File: src/rtl/shift_pkg.sv
// Shared types and constants for the serial-to-parallel deserializer.
package shift_pkg;

    typedef enum logic {
        IDLE  = 1'b0,
        SHIFT = 1'b1
    } state_t;

    localparam int DEFAULT_WIDTH = 32;

endpackage

File: src/rtl/shift_deser.sv
// Serial-to-parallel deserializer: frames start on srl_sof, completed words
// are held in an output register under a valid/ready handshake.
module shift_deser
    import shift_pkg::*;
#(
    parameter int WIDTH     = DEFAULT_WIDTH,
    parameter bit MSB_FIRST = 1'b1
) (
    input  logic             clk,
    input  logic             rst_n,
    input  logic             srl_en,
    input  logic             srl_in,
    input  logic             srl_sof,
    input  logic             prl_ready,
    input  logic             err_clr,
    output logic [WIDTH-1:0] prl_out,
    output logic             prl_valid,
    output logic             busy,
    output logic             ovr_err,
    output logic             frm_err
);

    localparam int            CW   = $clog2(WIDTH + 1);
    localparam logic [CW-1:0] LAST = CW'(WIDTH - 1);
    localparam logic [CW-1:0] ONE  = CW'(1);

    state_t           state, state_n;
    logic [CW-1:0]    count, count_n;
    logic [WIDTH-1:0] shreg, shreg_n;
    logic [WIDTH-1:0] shifted, first_word;
    logic             word_done, frm_set;
    logic             load, drop, consume;

    // shifted: register with the incoming bit appended; first_word: fresh frame.
    always_comb begin
        first_word = '0;
        if (MSB_FIRST) begin
            shifted       = {shreg[WIDTH-2:0], srl_in};
            first_word[0] = srl_in;
        end else begin
            shifted             = {srl_in, shreg[WIDTH-1:1]};
            first_word[WIDTH-1] = srl_in;
        end
    end

    always_comb begin
        state_n   = state;
        count_n   = count;
        shreg_n   = shreg;
        word_done = 1'b0;
        frm_set   = 1'b0;
        case (state)
            IDLE: begin
                if (srl_en && srl_sof) begin
                    shreg_n = first_word;
                    count_n = ONE;
                    state_n = SHIFT;
                end
            end
            SHIFT: begin
                if (srl_en) begin
                    if (srl_sof) begin
                        // A new frame start always wins, even on the final bit.
                        frm_set = 1'b1;
                        shreg_n = first_word;
                        count_n = ONE;
                    end else if (count == LAST) begin
                        word_done = 1'b1;
                        shreg_n   = shifted;
                        count_n   = '0;
                        state_n   = IDLE;
                    end else begin
                        shreg_n = shifted;
                        count_n = count + ONE;
                    end
                end
            end
        endcase
    end

    assign consume = prl_valid && prl_ready;
    assign load    = word_done && (!prl_valid || prl_ready);
    assign drop    = word_done && prl_valid && !prl_ready;
    assign busy    = (state == SHIFT);

    always_ff @(posedge clk or negedge rst_n) begin
        if (!rst_n) begin
            state <= IDLE;
            count <= '0;
            shreg <= '0;
        end else begin
            state <= state_n;
            count <= count_n;
            shreg <= shreg_n;
        end
    end

    always_ff @(posedge clk or negedge rst_n) begin
        if (!rst_n) begin
            prl_out   <= '0;
            prl_valid <= 1'b0;
        end else begin
            if (load) begin
                prl_out <= shifted;
            end
            if (load) begin
                prl_valid <= 1'b1;
            end else if (consume) begin
                prl_valid <= 1'b0;
            end
        end
    end

    // Set events take priority over err_clr on the same edge.
    always_ff @(posedge clk or negedge rst_n) begin
        if (!rst_n) begin
            ovr_err <= 1'b0;
            frm_err <= 1'b0;
        end else begin
            if (drop) begin
                ovr_err <= 1'b1;
            end else if (err_clr) begin
                ovr_err <= 1'b0;
            end
            if (frm_set) begin
                frm_err <= 1'b1;
            end else if (err_clr) begin
                frm_err <= 1'b0;
            end
        end
    end

endmodule
File: config.mk
export PLATFORM = sky130hd
export DESIGN_NAME = shift_deser
export DESIGN_NICKNAME = d
export VERILOG_FILES = /design/src/rtl/shift_pkg.sv /design/src/rtl/shift_deser.sv
export SDC_FILE = /design/constraint.sdc
export NUM_CORES = 1
export LEC_CHECK = 0
export CAP_MARGIN = 0
export CORE_ASPECT_RATIO = 0.7
export CORE_MARGIN = 2
export CORE_UTILIZATION = 57
export DETAILED_ROUTE_END_ITERATION = 7
export HOLD_SLACK_MARGIN = 0.05
export PLACE_DENSITY = 0.8
export SLEW_MARGIN = 10
export SYNTH_ARGS = -nofsm -noshare
export SYNTH_HDL_FRONTEND = slang
export SYNTH_SLANG_ARGS = --single-unit
File: constraint.sdc
create_clock -name clk -period 3.5 [get_ports clk]
set_input_delay 0.7 -clock clk [delete_from_list [all_inputs] [get_ports clk]]
set_output_delay 0.7 -clock clk [all_outputs]
set_load 0.01 [all_outputs]
== Word-level counts from Yosys, hierarchy flattened ==
Cells that the tools add are included.
Word-level totals
  register bits: 73
  input bits: 7
  word-level logic and storage cells: 50
  output and inout port bits: 36
Operators by class
  equal/unequal tests: 3
  reductions and logical operators: 12
  mux-type cells: 26
  bitwise gates (word level): 1
  add/sub/neg operators: 1
Operators by type and width (count)
  $mux W31: 3
  $pmux W31 S2: 1
  $mux W6: 4
  $mux W1: 16
  $pmux W6 S2: 1
  $add A6 B1 Y6 const B: 1
  $eq A6 B5 Y1 const B: 1
  $reduce_bool A2 Y1: 3
  $logic_and A1 B1 Y1: 5
  $ne A2 B2 Y1 const B: 2
  $logic_not A1 Y1: 2
  $pmux W1 S2: 1
  $reduce_and A2 Y1: 1
  $logic_or A1 B1 Y1: 1
  $not A1 Y1: 1

== Longest topological paths before layout ==
  word-level depth: 8
  gate-level depth with buffers: 7
  depth with buffers taken out: 4

== Least setup slack after synthesis ==
No wires, ideal clock.
  kind: input port to flip-flop
  start point: input srl_en
  end point: register prl_out[0]
  path slack: 1.466 ns
  setup time: 0.125 ns
  stages on the path: 7
  data arrival time: 1.909 ns
  cells stage by stage: buf_2 and3b_1 buf_6 and4_4 buf_6 buf_6 mux2_4
Between the ends
  longest elaborated chain between the ends: 3
Ends and longest elaborated chain
  start, declared: line shift_deser.sv:11  | input logic srl_en,
  $mux W1: line shift_deser.sv:61  | if (srl_en) begin
  $mux W1: line shift_deser.sv:52  | case (state)
  $logic_and A1 B1 Y1: line shift_deser.sv:82  | assign load = word_done && (!prl_valid || prl_ready);
  end signal, assigned: line shift_deser.sv:104  | prl_out <= shifted;
  end, declared: line shift_deser.sv:16  | output logic [WIDTH-1:0] prl_out,
Every way passes these cells.
A chain may end at the register's enable or synchronous reset.

== Worst setup path after layout ==
  start point: input srl_en
  end point: register prl_out[30]
Same word-level chain as after synthesis.

==> metrics.md <==
| Metric | Value |
|---|---|
| Post-synth cell types | `29` |
| Area added between synthesis and finish | `21.8%` |
| Inserted Clock Buffers | `9` |
| Worst Path Class, Setup | `input pin to register` |
| Summed instance area of the synthesized netlist | `2900 um2` |
| Number of cell rows | `21` |
| TritonCTS clock tree | `built` |
| Yosys reg bits | `between 70 and 80` |
| CP Max Fanout | `32` |
| Minimum setup slack after placement | `0.760 ns` |
| XOR/XNOR Fraction of Synth Area | `0.00302` |
| Lkg Pwr | `1.66 nW` |
| Later-pin clock latency in the skew report | `0.34 ns` |
| Final-layout setup total negative slack | `0 ns` |
| Cell depth of the worst flop-to-flop path | `4` |
| Slew @ Worst Pin | `between 0.8 and 0.9 ns` |
| Maximum count of clock buffers along a single path | `2` |
| Endpoint kind of the worst setup timing path | `register` |
| Complex-gate fraction of the synthesized area | `0.123` |
| Most common cell after layout, fill and taps aside | `sky130_fd_sc_hd__dfrtp_1` |
| Total of endpoints with negative setup slack in the final report | `0` |
| Antenna fix cells | `0` |
| Number of nets with antenna violations after routing | `0` |
| Ports placed on the boundary | `between 40 and 50` |
| Final-stage net count | `239` |
| Global-route total usage across every layer | `0.218` |
| Port-buffer cells | `42` |
| Detailed placer's ending HPWL | `approximately 3.2 mm` |
| Share of synthesized area occupied by flip-flops and latches | `0.630` |
| Crit path time final | `2.38 ns` |
| Post-Synthesis Mean Instance Area | `15.4 um2` |
| Post-detailed-routing wire length | `5.15 mm` |
| Number of maximum-capacitance violations | `0` |
| Data required, critical path | `3.72 ns` |
| Total grt overflow | `0` |
| Relative slew slack | `0.424` |
| Share of layout cells above drive strength 1 | `0.220` |
| Dominant combinational cell family by area after synthesis | `multiplexers` |
| Area of the core | `4830 um2` |
| Antenna violations before repair | `0` |
| Via Count | `roughly 1,700` |
| Final count of pins violating max slew | `0` |
| Post-detailed-route DRC marker count | `0` |
| Power density over the cells | `roughly 460 nW/um2` |
| RSZ-0062 raised after global routing | `no` |
| Kind of start point of the critical path | `input pin` |
| Cell taking the most area after synthesis | `sky130_fd_sc_hd__dfrtp_1` |
| Number of setup buffers added after CTS | `0` |
| Worst min path class | `input pin to asynchronous set/reset pin` |
| Biggest area contributors in the synthesized netlist | `sky130_fd_sc_hd__dfrtp_1 63%, sky130_fd_sc_hd__mux2_4 16%, sky130_fd_sc_hd__a22o_1 9.7%` |
| Post-cts sizing count | `0` |
| Setup ws final | `1.12 ns` |
| Fmax | `420 MHz` |
| Vias per Instance | `5.61` |
| Die footprint | `5680 um2` |
| Detailed-route wire length per cell | `16.9 um` |
| Number of nets produced by synthesis | `196` |
| Die X-Extent | `slightly below 90 um` |
| Number of warnings reported in the yosys synthesis log | `0` |
| CTS Hold Bufs | `0` |
| Clock slew at reported path FFs | `0.07 ns` |
| DRT iter0 DRCs | `121` |
| Placer's final routability congestion estimate | `0.737` |
| Arr. time, crit path | `approximately 2.6 ns` |
| Worst vdd rail ir drop | `0.000337 V` |
| Period utilisation layout | `0.680` |
| Pre-antenna DRT Iters | `4` |
| Synth Area in Adders | `0.00431` |
| Master cell of the clock root buffer | `sky130_fd_sc_hd__clkbuf_8` |
| Total count of hold-check failures in the final report | `0` |
| Number of H-tree levels | `3` |
| Fraction of post-synthesis cell area in the top cell type by area | `0.630` |
| Synthesized-area fraction occupied by and/or/nand/nor cells | `0.0453` |
| Result of the run | `complete, no violations` |
| Clock Sinks | `between 70 and 80` |
| Die span in y | `63.7 um` |
| Worst setup skew after layout | `0.00924 ns` |
| Via count of the first global-routing pass | `1,873` |
| Initial Util | `0.600` |
| Leading cell types in the layout, fill and taps excluded | `73 x sky130_fd_sc_hd__dfrtp_1, 41 x sky130_fd_sc_hd__clkdlybuf4s50_1, 32 x sky130_fd_sc_hd__a22o_1` |
| Pin count of the biggest net entering global routing | `74` |
| Layout filler cell count | `323` |
| Mux cell area share after synthesis | `0.163` |
| First-pass GRT wire length | `~9.4 mm` |
| Gate count of the mapped netlist | `188` |
==> registers in the layout, summed over array words and instances (netlist names) <==
name and count:
ovr_err 1, busy 1, count 6, shreg 31, prl_out 32, prl_valid 1
frm_err 1
==> layout make-up <==
| class | count | area, um2 | share of cell area |
|---|---|---|---|
| timing repair buffer | 44 | 433 | 0.123 |
| multi-input combinational | 101 | 986 | 0.279 |
| clock inverter | 6 | 66.3 | 0.0188 |
| clock buffer | 10 | 128 | 0.0361 |
| tap | 69 | 86.3 | 0.0244 |
| inverter | 2 | 7.51 | 0.00212 |
| sequential | 73 | 1830 | 0.517 |
==> worst paths after layout <==
path                             startpoint           to  slack, ns
min in group clk                prl_out[17]  prl_out[17]       0.51
worst max register to register     count[1]  prl_out[30]       1.29
max in group asynchronous             rst_n    shreg[30]       2.46
worst max-delay path                 srl_en  prl_out[30]       1.12
worst min-delay path                  rst_n    prl_valid       0.47
worst min register to register  prl_out[17]  prl_out[17]       0.51
==> layer usage <==
layer / GRT usage / part of all wire
met2: 0.316 / 0.47
met4: 0.0840 / 0.013
met3: 0.0655 / 0.040
met5: 0 / 0
met1: 0.312 / 0.47
==> logic make-up (layout without fill, tap and decap cells) <==
family                     after synthesis  count (layout)
muxes                                   32              32
xor gates and xnor gates                 1               1
buffers and inverters                   14              62
AOI/OAI and AO/OA                       44              44
and+or+nand+nor                         23              23
adders and majority gates                1               1
DFF                                     73              73
==> metrics by stage <==
| step | utilization | total power [mW] | area [um2] | hold WS (ns) | std cells |
|---|---|---|---|---|---|
| after floorplan | - | 0.950 | 2900 | 0.404 | 188 |
| after detailed placement | 0.691 | 0.996 | 3340 | 0.491 | 289 |
| final | 0.731 | 1.62 | 3530 | 0.473 | 305 |
| after CTS | 0.731 | 1.65 | 3530 | 0.493 | 305 |
| after global routing | 0.731 | 1.70 | 3530 | 0.532 | 305 |
| after global placement | 0.691 | 0.986 | 3340 | 0.485 | 289 |
==> report_power, final <==
group          leakage [nW]  internal, mW  switching (mW)
clock                 0.101         0.332           0.310
combinational         0.555        0.0336          0.0556
sequential             1.01         0.864          0.0297
==> cells in the mapped netlist <==
library cell and count:
sky130_fd_sc_hd__dfrtp_1 73, sky130_fd_sc_hd__a22o_1 32, sky130_fd_sc_hd__mux2_4 30, sky130_fd_sc_hd__nand2_1 8
sky130_fd_sc_hd__clkbuf_1 6, sky130_fd_sc_hd__nand3_1 6, sky130_fd_sc_hd__buf_6 5, sky130_fd_sc_hd__o21ai_0 3
sky130_fd_sc_hd__a31oi_1 2, sky130_fd_sc_hd__and3_1 2, sky130_fd_sc_hd__inv_1 2, sky130_fd_sc_hd__mux2_2 2
sky130_fd_sc_hd__a211o_1 1, sky130_fd_sc_hd__a21oi_1 1, sky130_fd_sc_hd__a41oi_1 1, sky130_fd_sc_hd__and3b_1 1
sky130_fd_sc_hd__and4_4 1, sky130_fd_sc_hd__buf_2 1, sky130_fd_sc_hd__ha_1 1, sky130_fd_sc_hd__nand2b_1 1
sky130_fd_sc_hd__nand3b_1 1, sky130_fd_sc_hd__nand4bb_1 1, sky130_fd_sc_hd__nor2b_1 1, sky130_fd_sc_hd__o211ai_1 1
sky130_fd_sc_hd__o21a_1 1, sky130_fd_sc_hd__o21ai_1 1, sky130_fd_sc_hd__o22ai_1 1, sky130_fd_sc_hd__or4_1 1
sky130_fd_sc_hd__xor2_1 1
==> worst max-delay path: stages <==
cell                              delay [ns]
sky130_fd_sc_hd__clkdlybuf4s50_1        0.62
sky130_fd_sc_hd__and3b_1                0.23
sky130_fd_sc_hd__and4_4                 0.65
sky130_fd_sc_hd__mux2_2                 0.40
(Power assumes the default switching activity.)
